<file path="config.mk">
export PLATFORM = sky130hd
export DESIGN_NAME = sin_arbiter_flat
export DESIGN_NICKNAME = d
export VERILOG_FILES = /design/src/rtl/sin_arbiter_if.sv /design/src/rtl/sin_arbiter.sv /design/src/flat_wrapper.sv
export SDC_FILE = /design/constraint.sdc
export NUM_CORES = 1
export LEC_CHECK = 0
export CORE_ASPECT_RATIO = 1.25
export CORE_UTILIZATION = 46
export CTS_CLUSTER_SIZE = 20
export DETAILED_ROUTE_END_ITERATION = 16
export PLACE_DENSITY = 0.86
export RECOVER_POWER = 100
export SETUP_SLACK_MARGIN = 0.4
export SYNTH_ARGS = -nofsm -noshare
export SYNTH_HDL_FRONTEND = slang
export SYNTH_SLANG_ARGS = --single-unit
</file>
<file path="constraint.sdc">
create_clock -name clk -period 5.15 [get_ports clk]
set_input_delay 0.515 -clock clk [delete_from_list [all_inputs] [get_ports clk]]
set_output_delay 0.515 -clock clk [all_outputs]
set_load 0.02 [all_outputs]
</file>
<file path="src/rtl/sin_arbiter_if.sv">
// Handshake bundle between the sin arbiter, its four clients and the shared
// sin core. The arbiter takes the slave view; the environment takes the
// master view.
interface sin_arbiter_if;
  logic [3:0]  req_valid;
  logic [63:0] req_x;
  logic [3:0]  req_ack;
  logic [3:0]  resp_valid;
  logic [15:0] resp_result;
  logic        resp_err;
  logic        core_start;
  logic [15:0] core_x;
  logic [15:0] core_result;
  logic        core_done;

  modport slave (
    input  req_valid, req_x, core_result, core_done,
    output req_ack, resp_valid, resp_result, resp_err, core_start, core_x
  );

  modport master (
    output req_valid, req_x, core_result, core_done,
    input  req_ack, resp_valid, resp_result, resp_err, core_start, core_x
  );
endinterface

</file>
<file path="src/rtl/sin_arbiter.sv">
// Round-robin arbiter sharing one sin core among four clients, one job in
// flight at a time, with a per-job timeout that returns an error response.
//
// state | meaning
// ------+-------------------------------------------------------------
// IDLE  | sample requests, pick client round-robin, latch operand
// ISSUE | core_start and req_ack pulse for the granted client
// WAIT  | wait for core_done, abort once the timer reaches TIMEOUT-1
// RESP  | resp_valid pulse for the granted client, advance rr pointer
module sin_arbiter #(
  parameter int unsigned TIMEOUT = 64
) (
  input logic          clk,
  input logic          rst_n,
  sin_arbiter_if.slave bus
);

  typedef enum logic [1:0] {
    IDLE  = 2'd0,
    ISSUE = 2'd1,
    WAIT  = 2'd2,
    RESP  = 2'd3
  } state_t;

  localparam logic [7:0] TIMER_LAST = 8'(TIMEOUT - 1);

  state_t     state;
  logic [1:0] rr_ptr;
  logic [1:0] grant;
  logic [7:0] timer;
  logic [1:0] pick;

  // First requesting client at or after ptr, wrapping modulo 4.
  function automatic logic [1:0] rr_pick(input logic [1:0] ptr, input logic [3:0] req);
    logic [1:0] sel;
    logic [1:0] idx;
    sel = ptr;
    for (int k = 3; k >= 0; k--) begin
      idx = ptr + 2'(k);
      if (req[idx]) sel = idx;
    end
    return sel;
  endfunction

  // Round-robin candidate, only consumed while in IDLE.
  always_comb pick = rr_pick(rr_ptr, bus.req_valid);

  // Job sequencing FSM; every output is registered so pulses line up with states.
  always_ff @(posedge clk or negedge rst_n) begin
    if (!rst_n) begin
      state           <= IDLE;
      rr_ptr          <= 2'd0;
      grant           <= 2'd0;
      timer           <= 8'd0;
      bus.core_x      <= 16'h0000;
      bus.core_start  <= 1'b0;
      bus.req_ack     <= 4'b0000;
      bus.resp_valid  <= 4'b0000;
      bus.resp_result <= 16'h0000;
      bus.resp_err    <= 1'b0;
    end else begin
      unique case (state)
        IDLE: begin
          bus.resp_valid <= 4'b0000;
          if (|bus.req_valid) begin
            grant          <= pick;
            bus.core_x     <= bus.req_x[{pick, 4'b0000} +: 16];
            bus.core_start <= 1'b1;
            bus.req_ack    <= 4'b0001 << pick;
            state          <= ISSUE;
          end
        end
        ISSUE: begin
          bus.core_start <= 1'b0;
          bus.req_ack    <= 4'b0000;
          timer          <= 8'd0;
          state          <= WAIT;
        end
        WAIT: begin
          // core_done takes priority over a timeout in the same cycle
          if (bus.core_done) begin
            bus.resp_result <= bus.core_result;
            bus.resp_err    <= 1'b0;
            bus.resp_valid  <= 4'b0001 << grant;
            state           <= RESP;
          end else if (timer == TIMER_LAST) begin
            bus.resp_result <= 16'h0000;
            bus.resp_err    <= 1'b1;
            bus.resp_valid  <= 4'b0001 << grant;
            state           <= RESP;
          end else begin
            timer <= timer + 8'd1;
          end
        end
        RESP: begin
          bus.resp_valid <= 4'b0000;
          rr_ptr         <= grant + 2'd1;
          state          <= IDLE;
        end
      endcase
    end
  end

endmodule
</file>
<file path="src/flat_wrapper.sv">
// flat-port wrapper written by rule: the top's interface ports become plain ports
module sin_arbiter_flat 
#(
  parameter int unsigned TIMEOUT = 64
)
  (clk, rst_n, bus_req_valid, bus_req_x, bus_core_result, bus_core_done, bus_req_ack, bus_resp_valid, bus_resp_result, bus_resp_err, bus_core_start, bus_core_x);
  sin_arbiter_if bus_i ();
  input logic clk;
  input logic rst_n;
  input wire logic [$bits(bus_i.req_valid)-1:0] bus_req_valid;
  input wire logic [$bits(bus_i.req_x)-1:0] bus_req_x;
  input wire logic [$bits(bus_i.core_result)-1:0] bus_core_result;
  input wire logic [$bits(bus_i.core_done)-1:0] bus_core_done;
  output wire logic [$bits(bus_i.req_ack)-1:0] bus_req_ack;
  output wire logic [$bits(bus_i.resp_valid)-1:0] bus_resp_valid;
  output wire logic [$bits(bus_i.resp_result)-1:0] bus_resp_result;
  output wire logic [$bits(bus_i.resp_err)-1:0] bus_resp_err;
  output wire logic [$bits(bus_i.core_start)-1:0] bus_core_start;
  output wire logic [$bits(bus_i.core_x)-1:0] bus_core_x;
  assign bus_i.req_valid = bus_req_valid;
  assign bus_i.req_x = bus_req_x;
  assign bus_i.core_result = bus_core_result;
  assign bus_i.core_done = bus_core_done;
  assign bus_req_ack = bus_i.req_ack;
  assign bus_resp_valid = bus_i.resp_valid;
  assign bus_resp_result = bus_i.resp_result;
  assign bus_resp_err = bus_i.resp_err;
  assign bus_core_start = bus_i.core_start;
  assign bus_core_x = bus_i.core_x;
  sin_arbiter #(.TIMEOUT(TIMEOUT)) u_core (.clk(clk), .rst_n(rst_n), .bus(bus_i));
endmodule
</file>
==> results.sh <==
export IMPL_viasPerCell=5.58
export IMPL_cap_violations=2
export IMPL_io_pin_count=129
export IMPL_antenna_cells=0
export IMPL_cp_required_ps=5360
export IMPL_slowest_stage="nor4_1"
export IMPL_path_cells="dlygate4sd3_1 -> nor4_1 -> nand2b_1 -> nor2_1 -> a221o_1"
export IMPL_cts_hold_buffers_added=0
export IMPL_fp_coreArea_um2=6290
export IMPL_grt_max_degree=57
export IMPL_wl_met2_mm=4.26
export IMPL_drtPass1Iterations=4
export IMPL_root_buffer="clkbuf_8"
export IMPL_cp_end_kind="flip-flop"
export IMPL_r2r_cells=5
export IMPL_grt_pass1_vias=2714
export IMPL_synth_area_leaders="dfrtp_1 46%, a21oi_1 5.6%, a221o_1 5.3%"
export IMPL_yosysTopAreaCellShare_pct=46.2
export IMPL_die_area_um2=6920
export IMPL_critPathLaunchType="primary input"
export IMPL_ys_ff_latch=56
export IMPL_hp_start="u_core.bus.resp_result[10]"
export IMPL_synth_edf_count=0
export IMPL_highest_layer="met4"
export IMPL_failed_checks="max-capacitance violations, max-slew violations"
export IMPL_tightest_slew_ps=2910
export IMPL_grt_util_all_layers_pct=23.9
export IMPL_synth_cell_types=47
export IMPL_insertion_delay_ps=310
export IMPL_crit_arrival_ps=3900
export IMPL_grt_pass1_wl_mm=12.6
export IMPL_fin_skew_ps=5.02
export IMPL_synthesis_area_um2=3030
export IMPL_cts_tree="done"
export IMPL_min_path_type="reg -> reg"
export IMPL_met1_length_mm=3.11
export IMPL_grt_ovfl_total=0
export IMPL_route_detailed_drc=0
export IMPL_ant_nets=0
export IMPL_synthFlopType="dfrtp_1"
export IMPL_rsz0062_at_grt="false"
export IMPL_synth_cells=289
export IMPL_min_period_ps=3690
export IMPL_fin_area_um2=4410
export IMPL_hold_viol_final=0
export IMPL_detailedPlacementHpwl_mm=5.98
export IMPL_cts_sinks=56
export IMPL_yosys_warnings=0
export IMPL_min_path_cells=1
export IMPL_wl_met3_um=506
export IMPL_vdd_drop_max_uv=229
export IMPL_start_util_pct=48.2
export IMPL_syn2layout_area_growth_pct=45.3
export IMPL_vias=2763
export IMPL_syn_avg_cell_area_um2=10.5
export IMPL_antenna_found_initial=0
export IMPL_setup_ws_ps=1460
export IMPL_slew_viol_final=75
export IMPL_clock_path_buffers=2
export IMPL_max_stage_delay_ps=1120
export IMPL_finalSetupTns_ps=0
export IMPL_portBuffers=128
export IMPL_r2r_start="u_core.state[0]"
export IMPL_path_clk_slew_ps=100
export IMPL_path_max_fanout=20
export IMPL_max_freq_ghz=0.271
export IMPL_chipHeight_um=92.8
export IMPL_gp_congestion=0.860
export IMPL_layout_drive_gt1_share_pct=6.10
export IMPL_status="finished with violations"
export IMPL_die_w_um=74.6
export IMPL_cts_resized=0
export IMPL_cts_htree_levels=2
export IMPL_detail_route_wl_per_cell_um=16.2
export IMPL_p_per_area_nw_per_um2=514
export IMPL_fin_nets=506
export IMPL_leakagePower_nw=1.96
export IMPL_yosysMostFrequentCell="dfrtp_1"
export IMPL_utilization_pct=70.1
export IMPL_postCtsSetupRepairBufs=0
export IMPL_maxSlewHeadroom_pct=-93.8
export IMPL_wirelength_mm=8.02
export IMPL_synth_cells_most_frequent="56 x dfrtp_1, 34 x a21oi_1, 24 x nand3_1, 24 x o21ai_0, 17 x a22o_1"
export IMPL_yosysTopAreaCell="dfrtp_1"
export IMPL_period_share_pct=71.7
export IMPL_placed_area_um2=4340
export IMPL_drt_iter0_drc=90
export IMPL_setup_viol=0
export IMPL_rows=32
export IMPL_yosysSeqAreaShare_pct=46.2
export IMPL_worstSetupStartpoint="bus_req_valid[3]"
export IMPL_numCtsBuffers=5
export IMPL_crit_type="in -> reg"
export IMPL_ys_async_sr_fraction_pct=100
export IMPL_pre_cts_ws_ps=1960
export IMPL_postSynthNetCount=386
cells in the final DEF (no fill, tap or decap), types with 4 or more instances in the layout:
cell type	netlist	final
a21oi_1	34	34
a221o_1	16	16
a22o_1	17	17
clkbuf_8	0	5
clkdlybuf4s50_1	0	84
dfrtp_1	56	56
dlygate4sd3_1	0	43
ha_1	10	10
inv_1	7	7
mux2_1	7	7
mux2_2	4	4
mux2_4	7	7
nand2_1	10	10
nand3_1	24	24
nor2_1	12	13
nor2b_1	7	7
o21ai_0	24	26
xor2_1	4	4
flip-flops by register name, indices dropped and copies added (netlist names):
register	flops
u_core.bus.req_ack	4
u_core.bus.core_start	1
u_core.bus.resp_result	16
u_core.bus.core_x	16
u_core.timer	8
u_core.bus.resp_valid	4
u_core.grant	2
u_core.bus.resp_err	1
u_core.rr_ptr	2
u_core.state	2
cell families after synthesis:
group	synth area share [%]
flip-flops	46.2
buffers and inverters	3.71
multiplexers	7.88
adder cells (fa/ha/maj)	4.13
XOR/XNOR	1.15
AND/OR/NAND/NOR	12.3
AO/OA/AOI/OAI	24.6
where the power goes:
part / internal (W) / total, W / switching, W
Combinational: 0.000582 / 0.00126 / 0.000678
Clock: 0.0000978 / 0.000245 / 0.000147
Sequential: 0.000631 / 0.000760 / 0.000129
Total: 0.00131 / 0.00226 / 0.000954
final cells by class:
type                            instances  area (µm²)
Tap cell                               85         106
Clock inverter                          3        22.5
Inverter                                7        26.3
Sequential cell                        56        1400
Multi-Input combinational cell        209        1500
Timing Repair Buffer                  130        1290
Fill cell                             491        1880
Clock buffer                            5        68.8
worst max-delay path, delay by kind of cell:
family,cells,cell delay (ps)
AND/OR/NAND/NOR,3,2310
buffers and inverters,1,640
AO/OA/AOI/OAI,1,430
worst paths after layout:
path | end | slack, ps
max | u_core.bus.core_x[2] | 1460
min | u_core.bus.resp_result[10] | 500
max reg2reg | u_core.bus.core_x[0] | 2370
min reg2reg | u_core.bus.resp_result[10] | 500
max in group asynchronous | u_core.grant[1] | 2290
min in group asynchronous | u_core.timer[4] | 1230
stage by stage:
step | instances | power (W) | hold slack (ps)
after floorplan | 289 | 0.00156 | 219
after global placement | 487 | 0.00205 | 483
after detailed placement | 487 | 0.00209 | 481
after CTS | 495 | 0.00234 | 338
after global routing | 495 | 0.00241 | 514
final | 495 | 0.00226 | 501
layer usage:
metal / up-vias / track usage [%]
li1: 1322 / -
met1: 1329 / 26.2
met2: 101 / 43.5
met3: 11 / 5.77
met4: 0 / 8.49
met5: - / 0
No activity file was read; power rests on OpenSTA's default activity.
